===== config.mk =====
export PLATFORM = sky130hd
export DESIGN_NAME = div_arbiter_flat
export DESIGN_NICKNAME = d
export VERILOG_FILES = /design/src/rtl/div_arb_if.sv /design/src/rtl/div_arbiter.sv /design/src/flat_wrapper.sv
export SDC_FILE = /design/constraint.sdc
export NUM_CORES = 1
export LEC_CHECK = 0
export ABC_CLOCK_PERIOD_IN_PS = 3120
export CORE_MARGIN = 2
export CORE_UTILIZATION = 29
export DETAILED_ROUTE_END_ITERATION = 7
export GPL_TIMING_DRIVEN = 0
export MAX_ROUTING_LAYER = met4
export PLACE_DENSITY = 0.67
export SLEW_MARGIN = 30
export SYNTH_ARGS = -nofsm -noshare
export SYNTH_HDL_FRONTEND = slang
export SYNTH_SLANG_ARGS = --single-unit

===== constraint.sdc =====
create_clock -name clk -period 3.12 [get_ports clk]
set_input_delay 0.624 -clock clk [delete_from_list [all_inputs] [get_ports clk]]
set_output_delay 0.624 -clock clk [all_outputs]
set_load 0.005 [all_outputs]

===== src/rtl/div_arb_if.sv =====
// ---------------------------------------------------------------------------
// div_arb_if -- handshake bundle between the clock-divider requesters and
// the div_arbiter.
//
// Signals:
//   req      [3:0]   per-requester level request, held for the whole use
//   mc_in    [67:0]  four packed 17-bit divider counts, requester i in
//                    mc_in[17*i+16:17*i]
//   grant    [3:0]   one-hot ownership, all zero when nobody owns the divider
//   owner    [1:0]   index of the current or most recent owner
//   busy             high while a requester owns the divider or during the
//                    post-release gap
//   maxcount [16:0]  count driven to the shared divider (0 = output held low)
//
// Modports:
//   master -- requester side (drives req/mc_in)
//   slave  -- arbiter side (drives grant/owner/busy/maxcount)
// ---------------------------------------------------------------------------
interface div_arb_if;
  logic [3:0]  req;
  logic [67:0] mc_in;
  logic [3:0]  grant;
  logic [1:0]  owner;
  logic        busy;
  logic [16:0] maxcount;

  modport master (
    output req, mc_in,
    input  grant, owner, busy, maxcount
  );

  modport slave (
    input  req, mc_in,
    output grant, owner, busy, maxcount
  );
endinterface


===== src/rtl/div_arbiter.sv =====
// ---------------------------------------------------------------------------
// div_arbiter -- round-robin owner selection for a single shared clock
// divider. One of four requesters owns the divider at a time and its 17-bit
// count is forwarded (registered) to the divider. Every handover passes
// through a GAP of GAP_CYCLES cycles with maxcount forced to 0, so the
// divider output never jumps directly from one owner's count to another's.
//
// Ports:
//   clk    system clock, all state changes on its rising edge
//   rst_n  asynchronous active-low reset
//   bus    div_arb_if.slave (req, mc_in in; grant, owner, busy, maxcount out)
//
// Parameters:
//   GAP_CYCLES  idle cycles between owners, 1..255
//   MAX_TENURE  grant cycles before preemption, 2..65535 (only used when
//               DIV_ARB_TIMEOUT_EN is defined)
//
// Optional feature:
//   `define DIV_ARB_TIMEOUT_EN to preempt an owner that has held the divider
//   for MAX_TENURE cycles while another requester is waiting.
// ---------------------------------------------------------------------------
module div_arbiter #(
  parameter int GAP_CYCLES = 4,
  parameter int MAX_TENURE = 1024
) (
  input logic      clk,
  input logic      rst_n,
  div_arb_if.slave bus
);

  typedef enum logic [1:0] {
    IDLE  = 2'd0,
    GRANT = 2'd1,
    GAP   = 2'd2
  } state_t;

  // Gap counter is loaded with GAP_CYCLES-1 and counts down to 0, so the
  // GAP state spans exactly GAP_CYCLES cycles.
  localparam logic [7:0] GapLoad = 8'(GAP_CYCLES - 1);

  state_t      state_q;
  logic [3:0]  grant_q;
  logic [1:0]  owner_q;
  logic        busy_q;
  logic [16:0] maxcount_q;
  logic [7:0]  gap_cnt_q;

  // Unpacked view of the four count slices.
  logic [16:0] mc_slice [4];

  for (genvar gi = 0; gi < 4; gi++) begin : g_slice
    assign mc_slice[gi] = bus.mc_in[17*gi +: 17];
  end

  // Round-robin pick: search owner+1, owner+2, owner+3, then owner itself.
  // The loop walks from the farthest candidate to the nearest so the last
  // hit (highest priority) wins.
  logic [1:0] pick_d;
  logic       pick_valid_d;
  logic [1:0] cand_d;

  always_comb begin
    pick_d       = owner_q;
    pick_valid_d = 1'b0;
    cand_d       = owner_q;
    for (int k = 4; k >= 1; k--) begin
      cand_d = owner_q + 2'(k);
      if (bus.req[cand_d]) begin
        pick_d       = cand_d;
        pick_valid_d = 1'b1;
      end
    end
  end

  // Owner gives up the divider when its request drops, or (optionally)
  // when its tenure has run out and someone else is waiting.
  logic leave_d;

`ifdef DIV_ARB_TIMEOUT_EN
  localparam logic [15:0] TenureLast = 16'(MAX_TENURE - 1);

  logic [15:0] tenure_q;
  logic        others_d;

  // grant_q is one-hot on the owner while in GRANT, so masking with it
  // leaves only competing requests.
  assign others_d = |(bus.req & ~grant_q);
  assign leave_d  = !bus.req[owner_q] || ((tenure_q == TenureLast) && others_d);
`else
  assign leave_d  = !bus.req[owner_q];
`endif

  always_ff @(posedge clk or negedge rst_n) begin
    if (!rst_n) begin
      state_q    <= IDLE;
      grant_q    <= 4'b0000;
      owner_q    <= 2'd3;
      busy_q     <= 1'b0;
      maxcount_q <= 17'd0;
      gap_cnt_q  <= 8'd0;
`ifdef DIV_ARB_TIMEOUT_EN
      tenure_q   <= 16'd0;
`endif
    end else begin
      case (state_q)
        IDLE: begin
          if (pick_valid_d) begin
            state_q    <= GRANT;
            owner_q    <= pick_d;
            grant_q    <= 4'b0001 << pick_d;
            maxcount_q <= mc_slice[pick_d];
            busy_q     <= 1'b1;
`ifdef DIV_ARB_TIMEOUT_EN
            tenure_q   <= 16'd0;
`endif
          end
        end

        GRANT: begin
          if (leave_d) begin
            state_q    <= GAP;
            grant_q    <= 4'b0000;
            maxcount_q <= 17'd0;
            gap_cnt_q  <= GapLoad;
          end else begin
            // Live count follows the owner's slice with one cycle delay;
            // a zero count is forwarded like any other value.
            maxcount_q <= mc_slice[owner_q];
`ifdef DIV_ARB_TIMEOUT_EN
            if (tenure_q != TenureLast) begin
              tenure_q <= tenure_q + 16'd1;
            end
`endif
          end
        end

        GAP: begin
          if (gap_cnt_q == 8'd0) begin
            state_q <= IDLE;
            busy_q  <= 1'b0;
          end else begin
            gap_cnt_q <= gap_cnt_q - 8'd1;
          end
        end

        default: begin
          state_q    <= IDLE;
          grant_q    <= 4'b0000;
          busy_q     <= 1'b0;
          maxcount_q <= 17'd0;
        end
      endcase
    end
  end

  assign bus.grant    = grant_q;
  assign bus.owner    = owner_q;
  assign bus.busy     = busy_q;
  assign bus.maxcount = maxcount_q;

endmodule


===== src/flat_wrapper.sv =====
// flat-port wrapper written by rule: the top's interface ports become plain ports
module div_arbiter_flat 
#(
  parameter int GAP_CYCLES = 4,
  parameter int MAX_TENURE = 1024
)
  (clk, rst_n, bus_req, bus_mc_in, bus_grant, bus_owner, bus_busy, bus_maxcount);
  div_arb_if bus_i ();
  input logic clk;
  input logic rst_n;
  input wire logic [$bits(bus_i.req)-1:0] bus_req;
  input wire logic [$bits(bus_i.mc_in)-1:0] bus_mc_in;
  output wire logic [$bits(bus_i.grant)-1:0] bus_grant;
  output wire logic [$bits(bus_i.owner)-1:0] bus_owner;
  output wire logic [$bits(bus_i.busy)-1:0] bus_busy;
  output wire logic [$bits(bus_i.maxcount)-1:0] bus_maxcount;
  assign bus_i.req = bus_req;
  assign bus_i.mc_in = bus_mc_in;
  assign bus_grant = bus_i.grant;
  assign bus_owner = bus_i.owner;
  assign bus_busy = bus_i.busy;
  assign bus_maxcount = bus_i.maxcount;
  div_arbiter #(.GAP_CYCLES(GAP_CYCLES), .MAX_TENURE(MAX_TENURE)) u_core (.clk(clk), .rst_n(rst_n), .bus(bus_i));
endmodule

# Word level (Yosys, flattened, before mapping)
# Cells that the tools add are included.
[word_totals] register_bits=34 out_inout_bits=24 word_cells=73
[classes] addsub=4 n_lt_le_gt_ge=6 eq_ne=6 shift=1 n_mux=37 bitwise=4 n_reduce_logical=9
[op_table] operator="17-bit two-way mux" n=6
[op_table] operator="17-bit binary-select mux with 2-bit select" n=2
[op_table] operator="17-bit one-hot mux with 3 select lines" n=1
[op_table] operator="8-bit two-way mux" n=2
[op_table] operator="8-bit one-hot mux with 2 select lines" n=1
[op_table] operator="2-bit by 3-bit less-than comparator with 1-bit output (second input constant)" n=4
[op_table] operator="2-bit two-way mux" n=6
[op_table] operator="4-bit one-hot mux with 3 select lines" n=1
[op_table] operator="3-bit AND reduction" n=4
[op_table] operator="1-bit two-way mux" n=10
[op_table] operator="1-bit binary-select mux with 2-bit select" n=4
[op_table] operator="8-bit logical NOT" n=1
[op_table] operator="4-bit two-way mux" n=2
[op_table] operator="8-bit by 1-bit subtractor with 8-bit output (second input constant)" n=1
[op_table] operator="3-bit greater-or-equal comparator (second input constant)" n=2
[op_table] operator="2-bit NOT with 3-bit output" n=2
[op_table] operator="2-bit one-hot mux with 3 select lines" n=1
[op_table] operator="2-bit adder (second input constant)" n=2
[op_table] operator="2-bit by 1-bit != test with 1-bit output (second input constant)" n=2
[op_table] operator="2-bit != test (second input constant)" n=2
[op_table] operator="2-bit AND reduction" n=2
[op_table] operator="1-bit by 2-bit left shift with 4-bit output (first input constant)" n=1
[op_table] operator="1-bit one-hot mux with 3 select lines" n=1
[op_table] operator="2-bit by 1-bit adder with 2-bit output (second input constant)" n=1
[op_table] operator="other kinds (5)" n=6

# Longest topological paths before layout
[logic_depth] ltp_word=12 depth_mapped=9 depth_no_buf=7

# Worst setup path before layout
# Ideal clock, no wire load.
[synth_path] path_type="register to register" startpoint="register u_core.owner_q[0] (netlist: u_core.bus.owner[0])" endpoint="register u_core.maxcount_q[0] (netlist: u_core.bus.maxcount[0])" setup_time_ns=0.124 t_arrival_ns=2.109 setup_slack_ns=0.887 path_stages_with_launch=6 path_buffers=2 synth_period_minus_slack_ns=2.233 path_cell_list="dfstp_2 buf_2 buf_2 mux4_2 a22o_1 a211o_1"
[synth_between] elab_chain_cells=12 word_cells_on_any_way=31 cone_classes="3 x add/sub; 1 x eq/ne; 24 x mux; 2 x bitwise; 1 x reduce/logical"
[synth_lines] element="start, declared" line_no="div_arbiter.sv:43" source="logic [1:0] owner_q;"
[synth_lines] element="start signal, assigned" line_no="div_arbiter.sv:109" source="owner_q <= pick_d;"
[synth_lines] element="2-bit adder" line_no="div_arbiter.sv:67" source="cand_d = owner_q + 2'(k);"
[synth_lines] element="1-bit binary-select mux with 2-bit select" line_no="div_arbiter.sv:68" source="if (bus.req[cand_d]) begin"
[synth_lines] element="1-bit two-way mux (implied by the code)" line_no="div_arbiter.sv:68"
[synth_lines] element="2-bit two-way mux (3 in a row)" line_no="div_arbiter.sv:68"
[synth_lines] element="2-bit NOT with 3-bit output (implied by the code)" line_no="div_arbiter.sv:111" source="maxcount_q <= mc_slice[pick_d];"
[synth_lines] element="17-bit binary-select mux with 2-bit select" line_no="div_arbiter.sv:111"
[synth_lines] element="17-bit two-way mux (implied by the code) (2 in a row)" line_no="div_arbiter.sv:111"
[synth_lines] element="17-bit two-way mux" line_no="div_arbiter.sv:107" source="if (pick_valid_d) begin"
[synth_lines] element="17-bit one-hot mux with 3 select lines" line_no="div_arbiter.sv:105" source="case (state_q)"
[synth_lines] element="end signal, assigned" line_no="div_arbiter.sv:111"
[synth_lines] element="end signal, assigned" line_no="div_arbiter.sv:128" source="maxcount_q <= mc_slice[owner_q];"
[synth_lines] element="end, declared" line_no="div_arbiter.sv:45" source="logic [16:0] maxcount_q;"
# Parallel ways exist; a longest one is shown, timed or not. The select of a mux whose other input is x is not followed.
# A chain may end at the register's enable or synchronous reset.

# Worst setup path in the final report
[layout_path] startpoint="input bus_req[2]" endpoint="register u_core.maxcount_q[2] (netlist: u_core.bus.maxcount[2])"
[layout_between] elab_chain_cells=11 word_cells_on_any_way=24 cone_classes="1 x eq/ne; 21 x mux; 1 x bitwise; 1 x reduce/logical"
[layout_lines] element="start, declared" line_no="flat_wrapper.sv:11" source="input wire logic [$bits(bus_i.req)-1:0] bus_req;"
[layout_lines] element="1-bit binary-select mux with 2-bit select" line_no="div_arbiter.sv:68"
[layout_lines] element="1-bit two-way mux (implied by the code)" line_no="div_arbiter.sv:68"
[layout_lines] element="2-bit two-way mux (3 in a row)" line_no="div_arbiter.sv:68"
[layout_lines] element="2-bit NOT with 3-bit output (implied by the code)" line_no="div_arbiter.sv:111"
[layout_lines] element="17-bit binary-select mux with 2-bit select" line_no="div_arbiter.sv:111"
[layout_lines] element="17-bit two-way mux (implied by the code) (2 in a row)" line_no="div_arbiter.sv:111"
[layout_lines] element="17-bit two-way mux" line_no="div_arbiter.sv:107"
[layout_lines] element="17-bit one-hot mux with 3 select lines" line_no="div_arbiter.sv:105"
# Parallel ways exist; a longest one is shown, timed or not. The select of a mux whose other input is x is not followed.

==> key figures <==
Routing
  – Met1 WL: 3940 um
  – DR iter-0 viols: 170
  – Highest routed layer: met4
  – Wire per inst: 18.5 um
  – Drt total wl: 9450 um
  – Vias per cell: 5.57
  – Wire length on met3: 627 um
  – Antenna-violating nets left: 0
  – Drt pass-1 iters: 4
  – DR WL met2: 4710 um
  – DR vias: 2844
  – # DRC: 0

Yosys
  – Mean Syn Cell Area: 10.2 um2
  – Number of synthesis warnings: 0
  – Syn Nets: 355
  – FF+latch count, synth: 34
  – Async SR Flop Fraction: 1.00
  – Synthesized area: 2820 um2
  – EDFF count, synth: 0
  – Top FF cell, synth: dfrtp_1
  – Cells after Synth: 276
  – Sequential share of the synthesized area: 0.303
  – Yosys cell types: 46

Setup path
  – Data required time of the worst path: 3.31 ns
  – CP Capture Type: register
  – Worst path slowest cell: a21oi_1
  – Worst Path Max Fanout: 9
  – R2R cell count: 5
  – CP peak stage delay: 0.70 ns
  – Worst EP arrival: 3.00 ns
  – Worst setup path class: in2reg
  – Critical Path, Cell by Cell: clkdlybuf4s50_1, nand2b_1, a21oi_1, nor3_1, mux2_2, a211o_1
  – Startpoint types: input port

Power
  – Pwr Total: 3200 uW
  – Pleak: 0.00169 uW
  – Power Dens Cells: 790 nW/um2
  – Maximum vdd drop: 0.423 mV

Global routing
  – Initial antenna violation count: 0
  – All-Layer GR Usage: 0.194
  – First-pass GRT wire length: 15200 um
  – Grt total ovfl: 0
  – Vias in the first global route: 3042
  – Largest net degree at the start of global routing: 23

Finish
  – Commonest non-fill, non-tap cell in the layout: clkdlybuf4s50_1
  – Diode count: 0
  – Post-Layout Cell Count: 511
  – # nets final: 460
  – Area growth, synth to finish: 43.8%
  – Layout cells sized above 1: 0.162
  – Most frequent cells in the layout: clkdlybuf4s50_1 (96), dfrtp_1 (32), a21oi_1 (24), o31ai_1 (21)

Floorplan
  – Die W: 103 um
  – Initial Util: 0.302
  – # rows: 35
  – Core area: 9330 um2
  – Die height: 103 um
  – Die ar.: 10500 um2
  – I/O Pins: 98

STA
  – Setup ws final: 0.311 ns
  – Max_slew headroom: 0.421
  – Post-layout minimum cycle time: 2.81 ns
  – Fin Hold WS: 0.221 ns
  – Highest Clock Rate: 0.356 GHz
  – Setup_tns: 0 ns
  – Clk_skew: 0.0138 ns
  – Setup-failing EPs final: 0
  – Final slew viol count: 0
  – Worst-margin pin slew: 0.869 ns
  – Fin crit share: 0.900
  – Final Hold Fails: 0
  – RSZ-0062 raised after global routing: no

Placement
  – HPWL Detailed: 6910 um
  – Placed cells: 503
  – GP Congestion: 0.859
  – I/O Buffers: 97
  – Pre-CTS WS: 0.0391 ns

Clock network
  – CTS Buffer Depth: 2
  – CTS tree: built
  – CTS Hold Buffers Added: 0
  – CTS buffer count: 5
  – Post-cts sizing count: 0
  – Max H-tree Level: 2
  – Root buf cell: clkbuf_8
  – Post-CTS setup buffers: 0
  – Later-pin clock latency in the skew report: 0.30 ns
  – Clock transition at path regs: 0.08 ns
  – CTS sink count: 34

Job
  – Max-cap viol count: 0

Worst hold path
  – Class of the worst hold path: in2async

Run status
  – Status: completed
final cells by class:
type	count	area [um2]
buffer	22	116
clock buffer	6	72.6
clock inverter	2	10.0
fill	894	5280
inverter	9	33.8
multi-input combinational	211	1820
sequential	34	853
tap	129	161
timing repair buffer	98	986
critical path, delay by kind of cell:
kind / cells / cell delay, ns
buf+inv: 1 / 0.53
simple gates: 2 / 0.49
compound gates: 2 / 0.99
mux: 1 / 0.35
report_power, final:
group | total (uW) | switching [uW] | leakage (uW) | internal [uW]
Clock | 325 | 170 | 0.0000450 | 155
Combinational | 2160 | 1090 | 0.00121 | 1070
Sequential | 722 | 108 | 0.000435 | 613
registers in the layout, summed over array words and instances, names as in the netlist:
name / count
u_core.bus.owner: 2
u_core.bus.busy: 1
u_core.gap_cnt_q: 8
u_core.bus.grant: 4
u_core.bus.maxcount: 17
u_core.state_q: 2
synthesized netlist by cell type, drive strengths merged (8+ instances only):
library cell / number / area share
dfrtp: 32 / 0.28
a21oi: 24 / 0.043
o31ai: 22 / 0.060
a211o: 18 / 0.056
a22o: 18 / 0.056
mux2: 18 / 0.072
mux4: 18 / 0.14
nand2: 18 / 0.026
nand4: 18 / 0.040
buf: 12 / 0.028
clkbuf: 10 / 0.013
o21ai: 10 / 0.018
inv: 9 / 0.012
nor2: 8 / 0.012
path summary, 6_finish.rpt:
path | start | to | slack (ns)
setup / recovery | bus_req[2] | u_core.bus.maxcount[2] | 0.31
setup reg to reg | u_core.bus.owner[0] | u_core.bus.maxcount[2] | 0.53
hold reg to reg | u_core.bus.grant[0] | u_core.bus.grant[0] | 0.48
hold / removal | rst_n | u_core.bus.maxcount[6] | 0.22
min in group clk | u_core.bus.grant[0] | u_core.bus.grant[0] | 0.48
max in group asynchronous | rst_n | u_core.bus.owner[0] | 2.39
layer usage:
metal,up-vias,global-route usage
li1,1317,-
met1,1396,0.239
met2,117,0.317
met3,14,0.0312
met4,0,0.0790
met5,-,-
stage by stage:
step / util / area [um2]
6_report: 0.434 / 4050
5_1_grt: 0.434 / 4050
4_1_cts: 0.434 / 4050
3_5_place_dp: 0.425 / 3970
3_3_place_gp: 0.423 / 3950
2_1_floorplan: - / 2820
kinds of logic after synthesis:
logic type,after synthesis,share of synthesized area
AO/OA/AOI/OAI,103,0.268
adder cells (fa/ha/maj),5,0.0222
buffers and inverters,31,0.0533
flip-flops,34,0.303
multiplexers,37,0.219
AND/OR/NAND/NOR,66,0.134
(Power assumes the default switching activity.)
